[src/rtl/tug_scorer.sv]
// Tug of War scorer: arbitrates player pushes, tracks the rope position, times the
// random dark wait and drives the LED bar for the master controller.
module tug_scorer #(
  parameter int unsigned NLED      = 9,
  parameter logic [7:0]  LFSR_SEED = 8'hA5,
  parameter int unsigned MIN_WAIT  = 2,
  parameter logic [7:0]  WAIT_MASK = 8'h07
) (
  input  logic            clk,
  input  logic            rst,
  input  logic            slowen_i,
  input  logic            clear_i,
  input  logic            leds_on_i,
  input  logic [1:0]      led_control_i,
  input  logic            pbl_i,
  input  logic            pbr_i,
  output logic [NLED-1:0] leds_o,
  output logic            winrnd_o,
  output logic            rout_o
);

  localparam int unsigned PosW   = $clog2(NLED);
  localparam int unsigned WcntW  = $clog2(MIN_WAIT + 256);
  localparam logic [PosW-1:0]  Center  = PosW'((NLED - 1) / 2);
  localparam logic [PosW-1:0]  LastPos = PosW'(NLED - 1);
  localparam logic [WcntW-1:0] MinWait = WcntW'(MIN_WAIT);

  typedef enum logic [1:0] {
    WinNone,
    WinLeft,
    WinRight
  } win_e;

  // Registered state
  logic [PosW-1:0]  pos_q, pos_d;
  logic             decided_q, decided_d;
  logic             gover_q, gover_d;
  logic [7:0]       lfsr_q, lfsr_d;
  logic [WcntW-1:0] wcnt_q, wcnt_d;
  logic             blink_q, blink_d;
  logic             dark_q;
  logic [NLED-1:0]  leds_q, leds_d;
  logic             winrnd_q, winrnd_d;
  logic             rout_q, rout_d;

  // Phase decode
  logic dark, play, idle;
  assign dark = ~leds_on_i & ~clear_i;
  assign play =  leds_on_i & ~clear_i;
  assign idle =  clear_i & led_control_i[0];

  // LFSR free-runs every clock
  always_comb begin
    lfsr_d = {lfsr_q[6:0], lfsr_q[7] ^ lfsr_q[5] ^ lfsr_q[4] ^ lfsr_q[3]};
  end

  // Dark wait timer; rout follows a zero count one clock later
  always_comb begin
    wcnt_d = wcnt_q;
    rout_d = 1'b0;
    if (dark && !dark_q) begin
      wcnt_d = MinWait + WcntW'(lfsr_q & WAIT_MASK);
    end else begin
      if (dark && slowen_i && (wcnt_q != '0)) begin
        wcnt_d = wcnt_q - 1'b1;
      end
      rout_d = dark && (wcnt_q == '0);
    end
  end

  // Push arbitration; an early push in the dark hands the round to the opponent
  win_e win;
  always_comb begin
    win = WinNone;
    if (!decided_q && !gover_q && (pbl_i ^ pbr_i)) begin
      if (dark) begin
        win = pbl_i ? WinRight : WinLeft;
      end else if (play) begin
        win = pbl_i ? WinLeft : WinRight;
      end
    end
  end

  // Rope position, round and game-over bookkeeping
  logic [PosW-1:0] pos_step;
  always_comb begin
    pos_step = pos_q;
    unique case (win)
      WinLeft:  pos_step = (pos_q == '0) ? '0 : pos_q - 1'b1;
      WinRight: pos_step = (pos_q == LastPos) ? LastPos : pos_q + 1'b1;
      default:  pos_step = pos_q;
    endcase
  end

  always_comb begin
    pos_d     = pos_q;
    gover_d   = gover_q;
    decided_d = decided_q;
    winrnd_d  = 1'b0;
    if (clear_i) begin
      decided_d = 1'b0;
    end
    if (idle) begin
      pos_d   = Center;
      gover_d = 1'b0;
    end else if (win != WinNone) begin
      pos_d     = pos_step;
      decided_d = 1'b1;
      winrnd_d  = 1'b1;
      if ((pos_step == '0) || (pos_step == LastPos)) begin
        gover_d = 1'b1;
      end
    end
  end

  always_comb begin
    blink_d = blink_q;
    if (gover_q && slowen_i) begin
      blink_d = ~blink_q;
    end
  end

  // LED bar
  logic [NLED-1:0] pos_onehot;
  assign pos_onehot = {{(NLED-1){1'b0}}, 1'b1} << pos_q;

  always_comb begin
    leds_d = '0;
    if (!leds_on_i) begin
      leds_d = '0;
    end else if (led_control_i[0]) begin
      leds_d = '1;
    end else if (gover_q) begin
      leds_d = pos_onehot & {NLED{blink_q}};
    end else begin
      leds_d = pos_onehot;
    end
  end

  always_ff @(posedge clk) begin
    if (!rst) begin
      pos_q     <= Center;
      decided_q <= 1'b0;
      gover_q   <= 1'b0;
      lfsr_q    <= LFSR_SEED;
      wcnt_q    <= '0;
      blink_q   <= 1'b0;
      dark_q    <= 1'b0;
      leds_q    <= '0;
      winrnd_q  <= 1'b0;
      rout_q    <= 1'b0;
    end else begin
      pos_q     <= pos_d;
      decided_q <= decided_d;
      gover_q   <= gover_d;
      lfsr_q    <= lfsr_d;
      wcnt_q    <= wcnt_d;
      blink_q   <= blink_d;
      dark_q    <= dark;
      leds_q    <= leds_d;
      winrnd_q  <= winrnd_d;
      rout_q    <= rout_d;
    end
  end

  assign leds_o   = leds_q;
  assign winrnd_o = winrnd_q;
  assign rout_o   = rout_q;

endmodule

[config.mk]
export PLATFORM = sky130hd
export DESIGN_NAME = tug_scorer
export DESIGN_NICKNAME = d
export VERILOG_FILES = /design/src/rtl/tug_scorer.sv
export SDC_FILE = /design/constraint.sdc
export NUM_CORES = 1
export LEC_CHECK = 0
export ABC_AREA = 1
export ABC_CLOCK_PERIOD_IN_PS = 5630
export CAP_MARGIN = 20
export CELL_PAD_IN_SITES_DETAIL_PLACEMENT = 1
export CELL_PAD_IN_SITES_GLOBAL_PLACEMENT = 1
export CORE_MARGIN = 3
export CORE_UTILIZATION = 40
export DETAILED_ROUTE_END_ITERATION = 12
export DONT_BUFFER_PORTS = 1
export GPL_TIMING_DRIVEN = 0
export PLACE_DENSITY_LB_ADDON = 0.1
export SYNTH_ARGS = -nofsm -noshare
export SYNTH_HDL_FRONTEND = slang
export SYNTH_SLANG_ARGS = --single-unit
[constraint.sdc]
create_clock -name clk -period 5.63 [get_ports clk]
set_input_delay 0.563 -clock clk [delete_from_list [all_inputs] [get_ports clk]]
set_output_delay 0.563 -clock clk [all_outputs]
set_load 0.05 [all_outputs]
==> summary.md, run 1 <==
| Metric | Value |
|---|---|
| Outcome | complete, no violations |
| RSZ-0062 raised after global routing | no |
| Sink Count | 36 |
| Crit path largest cell delay | about 340 ps |
| Worst setup margin | between 3000 and 4000 ps |
| Buffers on Ports | 0 |
| Post-CTS setup buffer count | 0 |
| Final wirelength | ~4000 um |
| Post-Syn Area | around 1800 um2 |
| Cell taking the most area after synthesis | dfxtp_1 |
| Die Wd | between 70 and 80 um |
| Sw Pwr | 0.1871 mW |
| # setup viols final | 0 |
| Pre-antenna DRT Iters | 4 |
| Area growth, synth to finish | 8.746% |
| Clk_lat worst skew | between 200 and 300 ps |
| Worst setup startpoint | gover_q |
| Post-Layout Cell Count | just over 300 |
| Hold WC Path Type | reg -> reg |
| GRT Util Overall | between 15 and 20% |
| Post-route cell area | ~2000 um2 |
| Congestion Overflow GR | 0 |
| Detailed Place HPWL | between 3000 and 4000 um |
| Endpoints failing hold | 0 |
| Int Power | 0.4071 mW |
| CP required | between 5000 and 6000 ps |
| Leak | between 0.9 and 1 nW |
| Clk root buf | clkbuf_8 |
| Wire per inst | about 13 um |
| Dominant synthesized flop cell | dfxtp_1 |
| Placed insts | approximately 290 |
| Register-to-Register Path Depth | 14 |
| Routed Antenna Nets | 0 |
| Clock Skews | 5.753 ps |
| Antenna violations before repair | 0 |
| DRC viols | 0 |
| Die area | about 5500 um2 |
| Vias in the first global route | between 1000 and 1500 |
| CP most frequent cell | inv_1 |
| TritonCTS Buffers | 5 |
| Synth top area share | 39.05% |
| WP data arrival | between 2000 and 2500 ps |
| Logic pwr share | approximately 17% |
| Core ar. | between 4000 and 5000 um2 |
| CP startpoint kind | flop |
| Row count | 24 |
| Die Y | 73.93 um |
| 1st-iter DRT viols | 53 |
| Layout cells sized above 1 | about 15% |
| Crit-path slowest cell | ha_1 |
| Post_cts resized | 0 |
| Clock buffer depth | 2 |
| Nets | 270 |
| Post-synth EDFFs | 0 |
| Diode count | 0 |
| Hold path depth | 1 |
| Worst R2R End | gover_q |
| CP max FO | 4 |
| Post-synthesis sequential area ratio | 39.05% |
| H-tree Lvls | 2 |
| Worst slew pin tran | slightly below 500 ps |
| Post-synthesis cell type count | 31 |
| Fin. max-slew vios | 0 |
| # hold bufs at CTS | 0 |
| Post-Synthesis Net Count | 263 |
| # IOs | 20 |
| #FFs+latches synth | 36 |
| R2r startpoint | gover_q |
| Min-Delay Endpoint | lfsr_q[7] |
| DR vias | roughly 1500 |
| Number of max-cap violations | 0 |
| CTS tree | done |
| GP Congestion | 0.7714 |
| Reg power frac | 49.5% |
| Crit. End Element | flop |
| Critical path class | reg -> reg |
| Clk pwr share | about 33% |
| Crit path cell chain | inv_1, o21ai_0, a211oi_1, inv_1, a21oi_1, inv_1, ha_1, inv_1, nor2_1, nand2_1, nand2_1, nor2_1, nand2_1, a21oi_2 |
| Vias per cell | between 5 and 6 |
| Initial Util | roughly two fifths |
| Synthesized area per cell | between 7 and 8 um2 |
| Syn. warnings | 0 |
| Hold_sp | lfsr_q[6] |
| First-pass GRT wire length | around 6900 um |
| Max Fclk | 477.4 MHz |
| Placed Area | 1911 um2 |
| Pwr/cell area | roughly 300 nW/um2 |
| R2r setup slk | roughly 3500 ps |
| Fraction of registers with async set/reset | 0% |
| Ranking of synthesized cells by area | dfxtp_1 39%, ha_1 8.1%, nand2_1 7.1% |
| Clk pin slew, worst setup/hold paths | 80 ps |
| Rel. slew slack | about 67% |
| Period utilization | between 30% and 40% |
| Largest net degree at the start of global routing | 13 |
| Worst vdd ir | 0.1162 mV |
| Sw Ratio | between 30% and 40% |
| Post-synthesis cell count | around 240 |
| Post-route setup TNS | 0 ps |
| Place WS | around 3400 ps |
| Minimum clock period | between 2000 and 2500 ps |
## layer usage
layer	track usage [%]	share of wire [%]	up-vias
met5	0	0	-
met4	5.433	1.1	0
met3	4.925	2.8	5
met2	26.57	47	13
met1	20.89	50	714
li1	-	-	800
## cell type report
| type | instances | area (um2) |
|---|---|---|
| Multi-Input combinational cell | 163 | 947.2 |
| Buffer | 4 | 31.28 |
| Inverter | 39 | 146.4 |
| Clock inverter | 2 | 13.76 |
| Clock buffer | 6 | 82.58 |
| Fill cell | 560 | 2407 |
| Tap cell | 52 | 65.06 |
| Sequential cell | 36 | 720.7 |
## Yosys cell counts, types with 3 or more instances
cell      n
a21oi_1  25
inv_1    31
dfxtp_1  36
ha_1     12
nand3_1  20
o21ai_0   8
nor3_1    3
nand2_1  35
nand4_1   6
nand2_2   4
inv_2     7
o21ai_2   3
nor2_1   21
xor2_1    3
o21ai_1   5
nor2_4    3
or2_2     3
## stage by stage
stage	utilization [%]	power, mW	hold WS, ps
2_1_floorplan	-	0.3810	392.5
3_3_place_gp	43.28	0.4016	405.9
3_5_place_dp	43.28	0.4034	415.0
4_1_cts	45.46	0.6031	433.6
5_1_grt	45.46	0.6358	429.1
6_report	45.46	0.5942	427.8
## state kept, by name, summed over array words and instances, names as in the netlist
register   count
leds_o         9
blink_q        1
wcnt_q         9
dark_q         1
lfsr_q         8
pos_q          4
decided_q      1
gover_q        1
winrnd_o       1
rout_o         1
## kinds of logic after synthesis
family          count (synthesis)  synth area share, %
buf+inv                        43                9.627
simple gates                  101                27.32
flops                          36                39.05
fa+ha+maj                      12                8.135
compound gates                 45                13.42
xor+xnor                        4                1.899
mux                             1               0.5424
## layout by cell type (no fill, tap or decap), types with 7 or more instances in the layout
cell type  instances
nand2_1           35
inv_1             31
nor2_1            21
inv_2              7
dfxtp_1           36
a21oi_1           25
nand3_1           20
ha_1              12
o21ai_0            8
## power groups by stage
stage / Clock, mW / Combinational (mW) / Sequential (mW)
CTS: 0.205 / 0.104 / 0.295
detailed placement: 0 / 0.103 / 0.300
finish: 0.198 / 0.102 / 0.294
global route: 0.220 / 0.119 / 0.296
floorplan: 0 / 0.0834 / 0.298
global placement: 0 / 0.101 / 0.300
## worst max-delay path: cells and delay by family (launching register included)
family                     cells  cell delay [ps]
and+or+nand+nor                5              400
AOI/OAI and AO/OA              4              560
buffers and inverters          4              400
DFF                            1              330
adders and majority gates      1              340
## worst max path at each step
stage,to,cells after the start
floorplan,gover_q,12
global placement,gover_q,12
detailed placement,gover_q,12
CTS,gover_q,13
global route,gover_q,13
finish,gover_q,14
(Power assumes the default switching activity.)
==> run 2, diff against run 1 <==
--- a/config.mk
+++ b/config.mk
@@ -6,7 +6,7 @@
 export NUM_CORES = 1
 export LEC_CHECK = 0
 export ABC_AREA = 1
-export ABC_CLOCK_PERIOD_IN_PS = 5630
+export ABC_CLOCK_PERIOD_IN_PS = 1880
 export CAP_MARGIN = 20
 export CELL_PAD_IN_SITES_DETAIL_PLACEMENT = 1
 export CELL_PAD_IN_SITES_GLOBAL_PLACEMENT = 1
==> constraint.sdc (replaced) <==
create_clock -name clk -period 1.88 [get_ports clk]
set_input_delay 0.188 -clock clk [delete_from_list [all_inputs] [get_ports clk]]
set_output_delay 0.188 -clock clk [all_outputs]
set_load 0.05 [all_outputs]
==> summary.md, run 2 (synthesis results as in run 1) <==
| Metric | Value |
|---|---|
| Hold_sp | slowen_i |
| Buffers on Ports | 0 (unchanged) |
| Crit-path slowest cell | dfxtp_2 |
| Die area | 5465 um2 (unchanged) |
| R2r startpoint | gover_q |
| CTS tree | done |
| Max Fclk | 541.7 MHz (+13%) |
| Place WS | -235.3 ps (-3615 ps) |
| Clk pin slew, worst setup/hold paths | 80 ps (about the same) |
| Worst setup margin | 34.09 ps (-3501 ps) |
| Number of max-cap violations | 0 (unchanged) |
| Worst slew pin tran | 495.2 ps (+0.0009537 ps) |
| Nets | 276 (+2.2%) |
| Rel. slew slack | 66.94% (about the same) |
| Worst setup startpoint | gover_q |
| Period utilization | 98.19% (+61 points) |
| Clk root buf | clkbuf_8 |
| Detailed Place HPWL | 3079 um (unchanged) |
| Post-Layout Cell Count | 308 (+2.0%) |
| Clock buffer depth | 2 (unchanged) |
| CP startpoint kind | flop |
| Row count | 24 (unchanged) |
| Hold path depth | 2 (+1) |
| Crit path largest cell delay | 330 ps (about the same) |
| DR vias | 1553 (+1.4%) |
| Vias in the first global route | 1506 (+1.8%) |
| Clock Skews | 6.264 ps (+0.5113 ps) |
| Vias per cell | 5.042 (-0.60%) |
| Core ar. | 4414 um2 (unchanged) |
| Leak | 0.9318 nW (+3.2%) |
| Placed insts | 294 (unchanged) |
| GRT Util Overall | 16.78% (+0.34 points) |
| Commonest non-fill, non-tap cells in the layout | 35 x nand2_1, 35 x dfxtp_1, 26 x inv_1 |
| First-pass GRT wire length | 7093 um (+2.4%) |
| Crit path cell chain | inv_2, o21ai_1, a211oi_1, inv_1, a21oi_2, inv_2, ha_4, inv_4, nor2_1, nand2_1, nand2_1, nor2_2, nand2_1, a21oi_2 |
| Worst vdd ir | 0.3901 mV (+240%) |
| Crit. End Element | flop |
| Pre-antenna DRT Iters | 4 (unchanged) |
| CP max FO | 4 (unchanged) |
| Congestion Overflow GR | 0 (unchanged) |
| Antenna violations before repair | 0 (unchanged) |
| Layout cells sized above 1 | 22.27% (+7.5 points) |
| Minimum clock period | 1846 ps (-249.0 ps) |
| Wire per inst | 13.19 um (+0.20%) |
| 1st-iter DRT viols | 51 (-3.8%) |
| Final wirelength | 4062 um (+2.2%) |
| Clk_lat worst skew | 290 ps (about the same) |
| Area growth, synth to finish | 13.76% |
| Sink Count | 36 (unchanged) |
| DRC viols | 0 (unchanged) |
| Endpoints failing hold | 0 (unchanged) |
| Pwr/cell area | 861.4 nW/um2 (+190%) |
| # setup viols final | 0 (unchanged) |
| Hold WC Path Type | in -> reg |
| Diode count | 0 (unchanged) |
| Fin util | 47.56% (+2.1 points) |
| Outcome | complete, no violations |
| CP required | 2100 ps (-3760 ps) |
| Initial Util | 41.81% (unchanged) |
| Fin. max-slew vios | 0 (unchanged) |
| Die Wd | 73.93 um (unchanged) |
| Routed Antenna Nets | 0 (unchanged) |
| WP data arrival | 2070 ps (-260 ps) |
| # hold bufs at CTS | 0 (unchanged) |
| TritonCTS Buffers | 5 (unchanged) |
| Critical path class | reg -> reg |
| GP Congestion | 0.7714 (unchanged) |
| H-tree Lvls | 2 (unchanged) |
| RSZ-0062 raised after global routing | yes |
| Die Y | 73.93 um (unchanged) |
| CP most frequent cell | nand2_1 |
| # IOs | 20 (unchanged) |
| Largest net degree at the start of global routing | 13 (unchanged) |
| Register-to-Register Path Depth | 14 (unchanged) |
run 2: critical path: cells and delay by family (launching register included):
kind	cells	cell delay, ps
buffers and inverters	4	310
and+or+nand+nor	5	380
AOI/OAI and AO/OA	4	510
adders and majority gates	1	260
DFF	1	330
run 2: stage by stage:
stage | hold slack, ps | power, mW | TNS (ps) | instance area (um2)
after floorplan | 352.5 | 1.141 | 0 | 1846
after global placement | 365.8 | 1.203 | -354.3 | 1911
after detailed placement | 374.8 | 1.208 | -591.5 | 1911
after CTS | 62.45 | 1.827 | -31.56 | 2067
after global routing | 53.79 | 1.937 | -359.4 | 2100
final | 70.71 | 1.808 | 0 | 2100
run 2: where the power goes:
group / internal, mW / switching [mW] / total, mW / leakage, nW
Clock: 0.300 / 0.290 / 0.590 / 0.0516
Sequential: 0.810 / 0.0719 / 0.882 / 0.296
Combinational: 0.129 / 0.208 / 0.337 / 0.584
run 2: final timing paths:
check / end / slack, ps
setup / recovery: gover_q / 30
setup reg to reg: gover_q / 30
hold / removal: blink_q / 70
hold reg to reg: lfsr_q[7] / 430
run 2: what timing repair did:
action,in CTS,in global routing
buffers inserted,4,2
pin swaps,5,7
endpoints found under the setup margin,5,4
resized for setup,12,5
run 2: area by class of cell:
type                            count  area [um2]
Sequential cell                    36       721.9
Timing Repair Buffer                6       45.04
Clock buffer                        6       82.58
Buffer                              4       31.28
Fill cell                         550        2315
Multi-Input combinational cell    163       991.0
Inverter                           39       148.9
Clock inverter                      2       13.76
Tap cell                           52       65.06
run 2: layer usage:
metal | track usage (%) | share of wire, %
met1 | 21.30 | 49
met2 | 27.26 | 47
met3 | 4.925 | 2.8
met4 | 5.433 | 0.98
met5 | 0 | 0
